<file path="src/rtl/ps2_key_event_decoder.sv">
// ps2_key_event_decoder
//   Turns a stream of validated PS/2 set-2 scan-code bytes into single key
//   events. Prefix bytes E0 (extended), F0 (break) and E1 (pause) are folded
//   into the event flags. Events wait in a first-word-fall-through FIFO that
//   the consumer drains with a valid/ready handshake. A bitmap tracks which
//   of the 12 note keys are currently held.
//
// Ports
//   CLK, RST          clock; synchronous active-high reset
//   BYTE_IN[7:0]      scan-code byte, qualified by BYTE_VALID
//   BYTE_VALID        one-cycle strobe, byte present
//   BYTE_ERR          byte failed parity/framing (only meaningful with BYTE_VALID)
//   EVT_CODE[7:0]     head event scan code, prefixes stripped
//   EVT_EXT           head event was E0-prefixed
//   EVT_BREAK         head event is a key release
//   EVT_VALID         FIFO not empty
//   EVT_READY         consumer pops the head when EVT_VALID && EVT_READY
//   KEY_HELD[11:0]    held bitmap: Q A W S E D R F T G Y H (bit0..bit11)
//   OVERFLOW          sticky: an event was dropped on a full FIFO
//   ERR_CNT[7:0]      saturating count of erroneous bytes
module ps2_key_event_decoder #(
    parameter int FIFO_DEPTH      = 4,
    parameter int TIMEOUT_CYCLES  = 2500000,
    parameter int SUPPRESS_REPEAT = 1
) (
    input  logic        CLK,
    input  logic        RST,
    input  logic [7:0]  BYTE_IN,
    input  logic        BYTE_VALID,
    input  logic        BYTE_ERR,
    output logic [7:0]  EVT_CODE,
    output logic        EVT_EXT,
    output logic        EVT_BREAK,
    output logic        EVT_VALID,
    input  logic        EVT_READY,
    output logic [11:0] KEY_HELD,
    output logic        OVERFLOW,
    output logic [7:0]  ERR_CNT
);

    localparam int AW = $clog2(FIFO_DEPTH);
    localparam int TW = $clog2(TIMEOUT_CYCLES + 1);
    localparam logic [TW-1:0] TMO_LAST = TW'(TIMEOUT_CYCLES - 1);
    localparam logic [AW:0]   CNT_FULL = (AW + 1)'(FIFO_DEPTH);

    typedef enum logic [2:0] {IDLE, EXT, BRK, EXTBRK, PAUSE} state_t;

    // Bytes that are keyboard replies/status rather than scan codes.
    function automatic logic is_ctrl(input logic [7:0] b);
        return (b == 8'h00) || (b == 8'hAA) || (b == 8'hEE) ||
               (b == 8'hFA) || (b == 8'hFE) || (b == 8'hFF);
    endfunction

    // {hit, bitmap index} for the note keys.
    function automatic logic [4:0] key_index(input logic [7:0] code);
        case (code)
            8'h15: return 5'h10;
            8'h1C: return 5'h11;
            8'h1D: return 5'h12;
            8'h1B: return 5'h13;
            8'h24: return 5'h14;
            8'h23: return 5'h15;
            8'h2D: return 5'h16;
            8'h2B: return 5'h17;
            8'h2C: return 5'h18;
            8'h34: return 5'h19;
            8'h35: return 5'h1A;
            8'h33: return 5'h1B;
            default: return 5'h00;
        endcase
    endfunction

    state_t        state_q, state_d;
    logic [2:0]    skip_q, skip_d;
    logic [TW-1:0] tmo_q, tmo_d;
    logic [7:0]    err_cnt_q, err_cnt_d;
    logic [11:0]   held_q, held_d;
    logic          overflow_q, overflow_d;
    logic [AW-1:0] wptr_q, wptr_d, rptr_q, rptr_d;
    logic [AW:0]   count_q, count_d;
    logic [9:0]    mem_q [FIFO_DEPTH];
    logic [9:0]    mem_d [FIFO_DEPTH];

    logic          dec_vld, dec_ext, dec_brk;
    logic          push_req, push_ok, pop, full;
    logic [4:0]    key;
    logic [9:0]    head;

    // Prefix FSM, timeout and error counting.
    always_comb begin
        state_d   = state_q;
        skip_d    = skip_q;
        tmo_d     = tmo_q;
        err_cnt_d = err_cnt_q;
        dec_vld   = 1'b0;
        dec_ext   = 1'b0;
        dec_brk   = 1'b0;
        if (BYTE_VALID) begin
            tmo_d = '0;
            if (BYTE_ERR) begin
                state_d = IDLE;
                skip_d  = '0;
                if (err_cnt_q != 8'hFF) err_cnt_d = err_cnt_q + 8'd1;
            end else if (state_q == PAUSE) begin
                // The pause sequence is opaque: count bytes, emit nothing.
                if (skip_q <= 3'd1) begin
                    state_d = IDLE;
                    skip_d  = '0;
                end else begin
                    skip_d = skip_q - 3'd1;
                end
            end else if (is_ctrl(BYTE_IN)) begin
                state_d = IDLE;
            end else if (BYTE_IN == 8'hE0) begin
                // Also restarts a stale prefix, as if seen in IDLE.
                state_d = EXT;
            end else if (BYTE_IN == 8'hE1) begin
                state_d = PAUSE;
                skip_d  = 3'd7;
            end else if (BYTE_IN == 8'hF0 && state_q == IDLE) begin
                state_d = BRK;
            end else if (BYTE_IN == 8'hF0 && state_q == EXT) begin
                state_d = EXTBRK;
            end else begin
                dec_vld = 1'b1;
                dec_ext = (state_q == EXT) || (state_q == EXTBRK);
                dec_brk = (state_q == BRK) || (state_q == EXTBRK);
                state_d = IDLE;
            end
        end else if (state_q != IDLE) begin
            if (tmo_q == TMO_LAST) begin
                state_d = IDLE;
                skip_d  = '0;
                tmo_d   = '0;
            end else begin
                tmo_d = tmo_q + TW'(1);
            end
        end else begin
            tmo_d = '0;
        end
    end

    // Held bitmap and repeat suppression; the bitmap tracks the keyboard
    // even when the FIFO drops the event.
    always_comb begin
        key      = key_index(BYTE_IN);
        held_d   = held_q;
        push_req = dec_vld;
        if (dec_vld && key[4] && !dec_ext) begin
            if (dec_brk) begin
                held_d[key[3:0]] = 1'b0;
            end else begin
                if (SUPPRESS_REPEAT != 0 && held_q[key[3:0]]) push_req = 1'b0;
                held_d[key[3:0]] = 1'b1;
            end
        end
    end

    // FWFT FIFO. A pop frees a slot for a same-cycle push when full; an
    // empty FIFO never pops, so a simultaneous push simply lands.
    always_comb begin
        full    = (count_q == CNT_FULL);
        pop     = (count_q != '0) && EVT_READY;
        push_ok = push_req && (!full || pop);
        mem_d   = mem_q;
        if (push_ok) mem_d[wptr_q] = {dec_ext, dec_brk, BYTE_IN};
        wptr_d  = push_ok ? wptr_q + AW'(1) : wptr_q;
        rptr_d  = pop ? rptr_q + AW'(1) : rptr_q;
        count_d = count_q;
        if (push_ok && !pop)      count_d = count_q + (AW + 1)'(1);
        else if (!push_ok && pop) count_d = count_q - (AW + 1)'(1);
        overflow_d = overflow_q || (push_req && !push_ok);
    end

    always_ff @(posedge CLK) begin
        if (RST) begin
            state_q    <= IDLE;
            skip_q     <= '0;
            tmo_q      <= '0;
            err_cnt_q  <= '0;
            held_q     <= '0;
            overflow_q <= 1'b0;
            wptr_q     <= '0;
            rptr_q     <= '0;
            count_q    <= '0;
        end else begin
            state_q    <= state_d;
            skip_q     <= skip_d;
            tmo_q      <= tmo_d;
            err_cnt_q  <= err_cnt_d;
            held_q     <= held_d;
            overflow_q <= overflow_d;
            wptr_q     <= wptr_d;
            rptr_q     <= rptr_d;
            count_q    <= count_d;
        end
    end

    // Storage needs no reset: it is only observed through a non-zero count.
    always_ff @(posedge CLK) begin
        mem_q <= mem_d;
    end

    // Head fields are forced to zero when empty so reset shows all zeros.
    always_comb begin
        head      = mem_q[rptr_q];
        EVT_VALID = (count_q != '0);
        EVT_CODE  = EVT_VALID ? head[7:0] : 8'h00;
        EVT_BREAK = EVT_VALID ? head[8]   : 1'b0;
        EVT_EXT   = EVT_VALID ? head[9]   : 1'b0;
        KEY_HELD  = held_q;
        OVERFLOW  = overflow_q;
        ERR_CNT   = err_cnt_q;
    end

endmodule

</file>
<file path="config.mk">
export PLATFORM = sky130hd
export DESIGN_NAME = ps2_key_event_decoder
export DESIGN_NICKNAME = d
export VERILOG_FILES = /design/src/rtl/ps2_key_event_decoder.sv
export SDC_FILE = /design/constraint.sdc
export NUM_CORES = 1
export LEC_CHECK = 0
export ABC_AREA = 1
export CAP_MARGIN = 20
export CORE_MARGIN = 2
export CORE_UTILIZATION = 50
export DETAILED_ROUTE_END_ITERATION = 12
export PLACE_DENSITY_LB_ADDON = 0.25
export SYNTH_ARGS = -nofsm -noshare
export SYNTH_HDL_FRONTEND = slang
export SYNTH_SLANG_ARGS = --single-unit
</file>
<file path="constraint.sdc">
create_clock -name CLK -period 3.5 [get_ports CLK]
set_input_delay 0.7 -clock CLK [delete_from_list [all_inputs] [get_ports CLK]]
set_output_delay 0.7 -clock CLK [all_outputs]
set_load 0.03 [all_outputs]
</file>
# --- Yosys cells after proc, flatten, opt, wreduce, memory -nomap -nowiden ---
# Index checks and enable logic that the tools add are counted.
classes:
  reduce_logical: 35
  mux: 62
  n_lt_le_gt_ge: 6
  n_addsub: 7
  bitwise: 6
  eq_ne: 31
op_table:
  columns: ["operator", "count"]
  rows:
  - ["equality test 8 x 6 -> 1 bit, second input constant", 8]
  - ["equality test 8 bit, second input constant", 8]
  - ["one-hot mux 5 bit (12 select lines)", 1]
  - ["two-way mux 3 bit", 18]
  - ["bitwise mux 40 bit", 1]
  - ["equality test 8 x 5 -> 1 bit, second input constant", 4]
  - ["two-way mux 1 bit", 31]
  - ["two-way mux 10 bit", 3]
  - ["adder 22 x 1 -> 22 bit, second input constant", 1]
  - ["equality test 22 bit, second input constant", 1]
  - ["binary-select mux 10 bit (select 2 bit)", 1]
  - ["demux 10 bit (select 2 bit)", 1]
  - ["bitwise AND 12 bit", 1]
  - ["two-way mux 12 bit", 1]
  - ["inverter 12 bit", 1]
  - ["OR 12 bit", 1]
  - ["logical AND 1 bit", 11]
  - ["logical OR 1 bit", 9]
  - ["adder 8 x 1 -> 8 bit, second input constant", 1]
  - ["zero test 8 bit", 1]
  - ["two-way mux 8 bit", 1]
  - ["!= test 4 bit, second input constant", 2]
  - ["!= test 8 bit, second input constant", 1]
  - ["equality test 3 x 2 -> 1 bit, second input constant", 2]
  - ["24 further kinds", 37]
totals:
  register_bits: 96
  input_bits: 13
  output_inout_bits: 32

# --- Depth between registers and ports, before layout ---
# Gate-level depths: netlist of run 1.
depth:
  ltp_word: 18
  depth_mapped: 22

# --- Least setup slack after synthesis of run 1 ---
# No wires, ideal clock.
synth_timing:
  path_kind: "input-to-reg"
  startpoint: "input port BYTE_VALID"
  endpoint: "register count_q[2]"
  required_time_ns: 3.378
  path_slack_ns: 0.543
  path_buffers: 0
  t_arrival_ns: 2.835
  path_stages: 19
  path_cell_list: "inv_2 nor2_4 inv_1 nor2_1 inv_2 nor2_2 nand2_2 nor3_2 nor2_2 nand2_4 nand3_4 inv_1 ha_1 inv_1 fa_1 a21oi_1 o21ai_0 o21ai_0 a21oi_1"
synth_via:
  word_cells_on_any_way: 15
  cone_classes: "7 x mux; 8 x reduce/logical"
synth_rtl:
  columns: ["element", "line_no", "source"]
  rows:
  - ["start: declaration", "29", "input logic BYTE_VALID,"]
  - ["two-way mux 1 bit *", "98", "if (BYTE_VALID) begin"]
  - ["net dec_brk", "84", "logic dec_vld, dec_ext, dec_brk;"]
  - ["two-way mux 1 bit *", "150", "if (dec_brk) begin"]
  - ["two-way mux 1 bit *", "149", "if (dec_vld && key[4] && !dec_ext) begin"]
  - ["logical AND 1 bit *", "164", "push_ok = push_req && (!full || pop);"]
  - ["net push_ok", "85", "logic push_req, push_ok, pop, full;"]
  - ["zero test 1 bit", "171", "else if (!push_ok && pop) count_d = count_q - (AW + 1)'(1);"]
  - ["logical AND 1 bit", "171", null]
  - ["nonzero test 2 bit (no source line)", null, null]
  - ["end signal: assignment", "195", "count_q <= count_d;"]
  - ["end: declaration", "80", "logic [AW:0] count_q, count_d;"]
# The timed path passes the listed nets; every way through them passes the cells marked *.
# A chain may end at the register's enable or synchronous reset.

# --- Worst setup path after layout of run 1 ---
layout_timing:
  startpoint: "input port BYTE_IN[7]"
  endpoint: "register count_q[2]"
layout_via:
  elab_chain_len: 17
  word_cells_on_any_way: 67
  cone_classes: "20 x eq/ne; 31 x mux; 16 x reduce/logical"
layout_lines:
  columns: ["element", "line_no", "source"]
  rows:
  - ["start: declaration", "28", "input logic [7:0] BYTE_IN,"]
  - ["equality test 8 bit, or another cell as far along", "120, 122", null]
  - ["logical AND 1 bit or logical OR 1 bit (tied branches)", "122, 50", null]
  - ["two-way mux 1 bit or logical OR 1 bit (tied branches)", "122, 50", null]
  - ["two-way mux 1 bit or logical OR 1 bit (tied branches)", "120, 50", null]
  - ["two-way mux 1 bit or logical OR 1 bit (tied branches)", "117, 51", null]
  - ["two-way mux 1 bit or logical OR 1 bit (tied branches)", "114, 51", null]
  - ["two-way mux 1 bit", "112", "end else if (is_ctrl(BYTE_IN)) begin"]
  - ["two-way mux 1 bit", "104", "end else if (state_q == PAUSE) begin"]
  - ["(+2 left out)", null, null]
  - ["two-way mux 1 bit, or another cell as far along", "153", "if (SUPPRESS_REPEAT != 0 && held_q[key[3:0]]) push_req = 1'b0;"]
  - ["two-way mux 1 bit or logical AND 1 bit (tied branches)", "150, 149", null]
  - ["two-way mux 1 bit *", "149", null]
  - ["logical AND 1 bit *", "164", null]
  - ["net push_ok", "85", null]
  - ["zero test 1 bit", "171", null]
  - ["logical AND 1 bit", "171", null]
  - ["nonzero test 2 bit (no source line)", null, null]
# The timed path passes the listed nets; every way through them passes the cells marked *. The select of a mux whose other input is x is not followed.

==> flow_summary.toml, run 1 <==
[sta]
fin_crit_sh = 0.944
slew_violations = 0
fmax_mhz = 303
worst_slew_pin_slew_ns = 0.639
timing.final.crit_period_ns = 3.30
setup_viol = 0
rsz0062_at_grt = "no"
slew_headroom = 0.570
timing.hold.ws_ns = 0.451
finalHoldViolations = 0
worst_clock_skew_ns = 0.0119

[global_routing]
grt_util_all_layers = 0.209
grt_max_degree = 23
grt_pass1_wl_microns = 17500
antenna_found_initial = 0
grt_pass1_vias = 4043
grt-ovfl-total = 0

[yosys]
synth_fp_nets = 626
syn-instance-count = 604
synth_area_per_cell_sq_um = 8.02
ys_ff_latch = 96
synth_cell_types = 39
ys.warnings.count = 0
ys_seq_area_frac = 0.479
syn_area_sq_mm = 0.00485

[floorplan]
initial_core_util = 0.520
die-area_sq_mm = 0.0105
fp.dieW_microns = 102
rows = 35
coreArea_sq_mm = 0.00933
io_pins = 45
die_h_microns = 102

[worst_hold_path]
worstHoldPathCells = 2
hold_end = "OVERFLOW$_SDFF_PP0_"
hold_class = "flip-flop to flip-flop"
hold_start = "OVERFLOW$_SDFF_PP0_"

[final_layout]
nets = 710
ff_latch_area_sq_mm = 0.00232
area_growth_pct = 23.0
final_cell_area_sq_mm = 0.00596
final_common_cell = "nor2_1"
drive_gt1_frac = 0.159
n_antenna_cell = 0
multi_input_area_sq_mm = 0.00218
fillers = 768
final_cell_mix = "nor2_1, nand2_1, inv_1"

[route]
wl_per_cell_microns = 12.8
avgViaCountPerCell = 5.10
drt_wl_total_microns = 10500
vias = 4194
drt-initial-drc-count = 154
firstDrtPassIters = 5
ant_nets = 0
drc = 0

[pwr]
power_frac_comb = 0.276
clkPwrFrac = 0.280
powerDensity_mw_per_mm2 = 474
power_frac_seq = 0.443
p_leak_nw = 2.32
internal_power_mw = 1.90
p_sw_frac = 0.326
p_sw_mw = 0.921
totalPowerFinal_mw = 2.82
irDropWorstVdd_mv = 0.272

[run]
cap_violations = 0

[setup_path]
rr_startpoint = "state_q[2]$_SDFFE_PP0P_"
r2r_setup_slack_ns = 0.80
rr_worst_depth = 19
path_class = "input pin to flip-flop"
start_kind = "input pin"
required_ns = 3.74
cp-end-kind = "flip-flop"
critical_path_arrival_ns = 3.55
critPathMaxFanout = 7
rr_endpoint = "count_q[2]$_SDFFE_PP0P_"

[cts]
cts_made_buffers = 9
cts_max_level = 3
clkTransAtPathRegs_ns = 0.10
cts_tree = "yes"
post_cts_buffers = 0
clock_latency_ns = 0.35
cts-root-buf = "clkbuf_8"
clockBufferDepth = 2
clkSinkCount = 96

[place]
dp_hpwl_microns = 7550
port-buffer-count = 44
post_dp_cell_area_sq_mm = 0.00571
place_congestion = 0.963

[outcome]
status = "complete, no violations"
## layer usage
metal	vias up	wire, microns	global-route usage	share of wire
li1	2155	-	-	-
met1	1949	4880	0.264	0.47
met2	75	5120	0.362	0.49
met3	15	366	0.0397	0.035
met4	0	127	0.0656	0.012
met5	-	0	0	0
## worst max path at each step
stage,start,end,slack (ns),cells after the start
final,BYTE_IN[7],count_q[2]$_SDFFE_PP0P_,0.20,21
after global routing,BYTE_IN[7],count_q[2]$_SDFFE_PP0P_,0.01,21
after CTS,BYTE_IN[1],count_q[2]$_SDFFE_PP0P_,0.08,21
after detailed placement,BYTE_IN[1],count_q[2]$_SDFFE_PP0P_,-0.28,21
after global placement,BYTE_IN[0],count_q[2]$_SDFFE_PP0P_,-0.15,22
after floorplan,BYTE_VALID,count_q[2]$_SDFFE_PP0P_,0.54,19
## area by class of cell
cell class / instances / share of cell area
Clock buffer: 9 / 0.0208
Clock inverter: 7 / 0.0155
Inverter: 81 / 0.0510
Multi-Input combinational cell: 413 / 0.365
Sequential cell: 96 / 0.390
Tap cell: 129 / 0.0271
Timing Repair Buffer: 87 / 0.131
## worst max-delay path, cell delays in order
cell	delay, ns
clkdlybuf4s50_1	0.48
nor2_4	0.19
inv_1	0.05
nor2_1	0.18
nand2_2	0.17
nand4_1	0.13
nand2_1	0.06
nand2_1	0.08
nand2_1	0.05
nand2_1	0.06
nand3_2	0.09
nand2_4	0.09
nand3_4	0.06
inv_1	0.07
ha_1	0.13
inv_1	0.06
fa_1	0.38
a21oi_1	0.17
o21ai_0	0.12
o21ai_0	0.16
a21oi_1	0.06
## per-stage QoR
stage | instances | TNS, ns | utilization | worst slack [ns]
3_3_place_gp | 806 | -0.202 | 0.612 | -0.152
6_report | 822 | 0 | 0.639 | 0.197
5_1_grt | 822 | 0 | 0.639 | 0.0112
3_5_place_dp | 806 | -0.418 | 0.612 | -0.280
4_1_cts | 822 | 0 | 0.635 | 0.0816
2_1_floorplan | 604 | 0 | - | 0.543
## power by group through the flow
stage	Clock (mW)	Combinational, mW	Sequential (mW)
2_1_floorplan	0	0.487	1.26
3_3_place_gp	0	0.758	1.27
3_5_place_dp	0	0.777	1.28
4_1_cts	0.807	0.782	1.25
5_1_grt	0.848	0.848	1.26
6_report	0.791	0.780	1.25
## kinds of logic after synthesis
| family | count (synthesis) | synth area share |
|---|---|---|
| flip-flops | 96 | 0.479 |
| buffers and inverters | 95 | 0.0754 |
| adder cells (fa/ha/maj) | 9 | 0.0248 |
| AND/OR/NAND/NOR | 299 | 0.300 |
| XOR/XNOR | 7 | 0.0127 |
| AO/OA/AOI/OAI | 98 | 0.108 |
## cells in the mapped netlist, drive strengths merged
master / instances / area share
a211oi: 7 / 0.011
a21o: 1 / 0.0015
a21oi: 39 / 0.040
a31oi: 4 / 0.0052
buf: 3 / 0.0041
clkbuf: 11 / 0.0085
dfxtp: 56 / 0.23
edfxtp: 40 / 0.25
fa: 1 / 0.0041
ha: 8 / 0.021
inv: 81 / 0.063
nand2: 108 / 0.091
nand3: 38 / 0.049
nand3b: 1 / 0.0015
nand4: 13 / 0.017
nor2: 113 / 0.10
nor3: 15 / 0.021
nor3b: 4 / 0.0062
nor4: 6 / 0.0090
o21ai: 46 / 0.049
o21bai: 1 / 0.0015
or2: 1 / 0.0013
xnor2: 1 / 0.0018
xor2: 6 / 0.011
## what timing repair did
| item | 4_1_cts | 5_1_grt |
|---|---|---|
| setup endpoints to repair | 0 | 1 |
| resized for setup | 0 | 12 |
| hold buffers | 0 | 0 |
No activity file was read; power rests on OpenSTA's default activity.
==> run 2, diff against run 1 <==
- RECOVER_POWER: unset -> 100
==> run 2 against run 1 <==
- register-to-register slack worse by 0.03 ns
- final cell count stayed put
- non-clock buffer count unchanged
- combinational power down 6.0%
- die area did not move
- total power down 1.6%
- worst setup slack gained 0.024 ns
- critical path depth is the same
- flip-flop and latch count unchanged
- critical endpoint unchanged
==> flow_summary.toml, run 2 (synthesized netlist as in run 1, its figures left out) <==
[setup_path]
critical_path_arrival_ns = 3.53
cp-end-kind = "flip-flop"
path_class = "input pin to flip-flop"
critPathMaxFanout = 7
required_ns = 3.75
start_kind = "input pin"

[sta]
fin_crit_sh = 0.937
setup_viol = 0
rsz0062_at_grt = "no"
worst_slew_pin_slew_ns = 0.905
timing.final.crit_period_ns = 3.28
slew_violations = 0
fmax_mhz = 305
slew_headroom = 0.397
finalWorstSetupSlack_ns = 0.220
worst_clock_skew_ns = 0.0135
finalHoldViolations = 0

[final_layout]
n_antenna_cell = 0
stdcell_count = 822
final_util = 0.627
final_cell_area_sq_mm = 0.00585
final_cell_mix = "nor2_1, nand2_1, inv_1"
final_common_cell = "nor2_1"
area_growth_pct = 20.7
drive_gt1_frac = 0.140
nets = 710

[floorplan]
die-area_sq_mm = 0.0105
initial_core_util = 0.520
io_pins = 45
die_h_microns = 102
fp.dieW_microns = 102
coreArea_sq_mm = 0.00933
rows = 35

[cts]
clkSinkCount = 96
clock_latency_ns = 0.36
cts_max_level = 3
cts_tree = "yes"
clockBufferDepth = 2
cts_made_buffers = 9
clkTransAtPathRegs_ns = 0.09
cts_hold_buf = 0
cts-root-buf = "clkbuf_8"

[place]
dp_slack_ns = -0.280
place_congestion = 0.963
post_dp_cell_area_sq_mm = 0.00571
port-buffer-count = 44
dp_hpwl_microns = 7550
dp.cells = 806

[global_routing]
antenna_found_initial = 0
grt_pass1_wl_microns = 17500
grt-ovfl-total = 0
grt_max_degree = 23
grt_pass1_vias = 4043
grt_util_all_layers = 0.209

[run]
cap_violations = 0

[route]
avgViaCountPerCell = 5.08
vias = 4175
firstDrtPassIters = 4
drt-initial-drc-count = 175
wl_per_cell_microns = 12.7
drc = 0
ant_nets = 0
drt_wl_total_microns = 10500

[pwr]
p_leak_nw = 2.31
power_frac_comb = 0.264
internal_power_mw = 1.86
powerDensity_mw_per_mm2 = 475
power_frac_seq = 0.451
p_sw_frac = 0.330
p_sw_mw = 0.916
clkPwrFrac = 0.286
irDropWorstVdd_mv = 0.261

[outcome]
status = "complete, no violations"

[worst_hold_path]
hold_class = "flip-flop to flip-flop"
==> run 2: changes by cell type in the layout (fill, tap and decap cells not counted), sizes merged <==
cell	delta
dlymetal6s2s	-6
clkbuf	+20
clkdlybuf4s50	-33
buf	-14
dlygate4sd3	+33
==> run 2: power groups by stage <==
stage / Sequential [mW] / Clock [mW] / Combinational, mW
after floorplan: 1.26 / 0 / 0.487
after global placement: 1.27 / 0 / 0.758
after detailed placement: 1.28 / 0 / 0.777
after CTS: 1.25 / 0.807 / 0.782
after global routing: 1.26 / 0.848 / 0.803
final: 1.25 / 0.794 / 0.733
==> run 2: area by class of cell <==
type                            instances  area [sq um]
Timing Repair Buffer                   87           684
Sequential cell                        96          2320
Inverter                               81           304
Fill cell                             794          3480
Multi-Input combinational cell        413          2160
Clock inverter                          7          92.6
Clock buffer                            9           124
Tap cell                              129           161
==> run 2: metrics by stage <==
stage / setup TNS, ns / hold WS (ns) / power [mW]
6_report: 0 / 0.448 / 2.78
2_1_floorplan: 0 / 0.418 / 1.75
4_1_cts: 0 / 0.457 / 2.84
3_5_place_dp: -0.418 / 0.442 / 2.05
5_1_grt: 0 / 0.491 / 2.91
3_3_place_gp: -0.202 / 0.432 / 2.03
==> run 2: final timing paths <==
kind | from | endpoint | slack (ns) | cells after the start
worst min register to register | OVERFLOW$_SDFF_PP0_ | OVERFLOW$_SDFF_PP0_ | 0.45 | 2
worst max register to register | state_q[2]$_SDFFE_PP0P_ | count_q[2]$_SDFFE_PP0P_ | 0.77 | 19
worst min-delay path | OVERFLOW$_SDFF_PP0_ | OVERFLOW$_SDFF_PP0_ | 0.45 | 2
worst max-delay path | BYTE_IN[7] | count_q[2]$_SDFFE_PP0P_ | 0.22 | 21
==> run 2: per-layer routing <==
layer | GRT usage | vias up | share of wire
met5 | 0 | - | 0
met1 | 0.264 | 1934 | 0.46
met2 | 0.362 | 73 | 0.49
met3 | 0.0397 | 13 | 0.037
met4 | 0.0656 | 0 | 0.011
li1 | - | 2155 | -
==> run 2: timing repair <==
item                       in CTS  in global routing
buffers inserted                0                  0
setup endpoints to repair       0                  1
resized for setup               0                 12
==> run 2: critical path, stage by stage <==
cell and delay, ns:
clkdlybuf4s50_1 0.48, nor2_4 0.19, inv_1 0.05, nor2_1 0.18
nand2_2 0.17, nand4_1 0.13, nand2_1 0.07, nand2_1 0.07
nand2_1 0.05, nand2_1 0.06, nand3_2 0.09, nand2_4 0.09
nand3_4 0.06, inv_1 0.07, ha_1 0.13, inv_1 0.06
fa_1 0.38, a21oi_1 0.17, o21ai_0 0.12, o21ai_0 0.16
a21oi_1 0.06
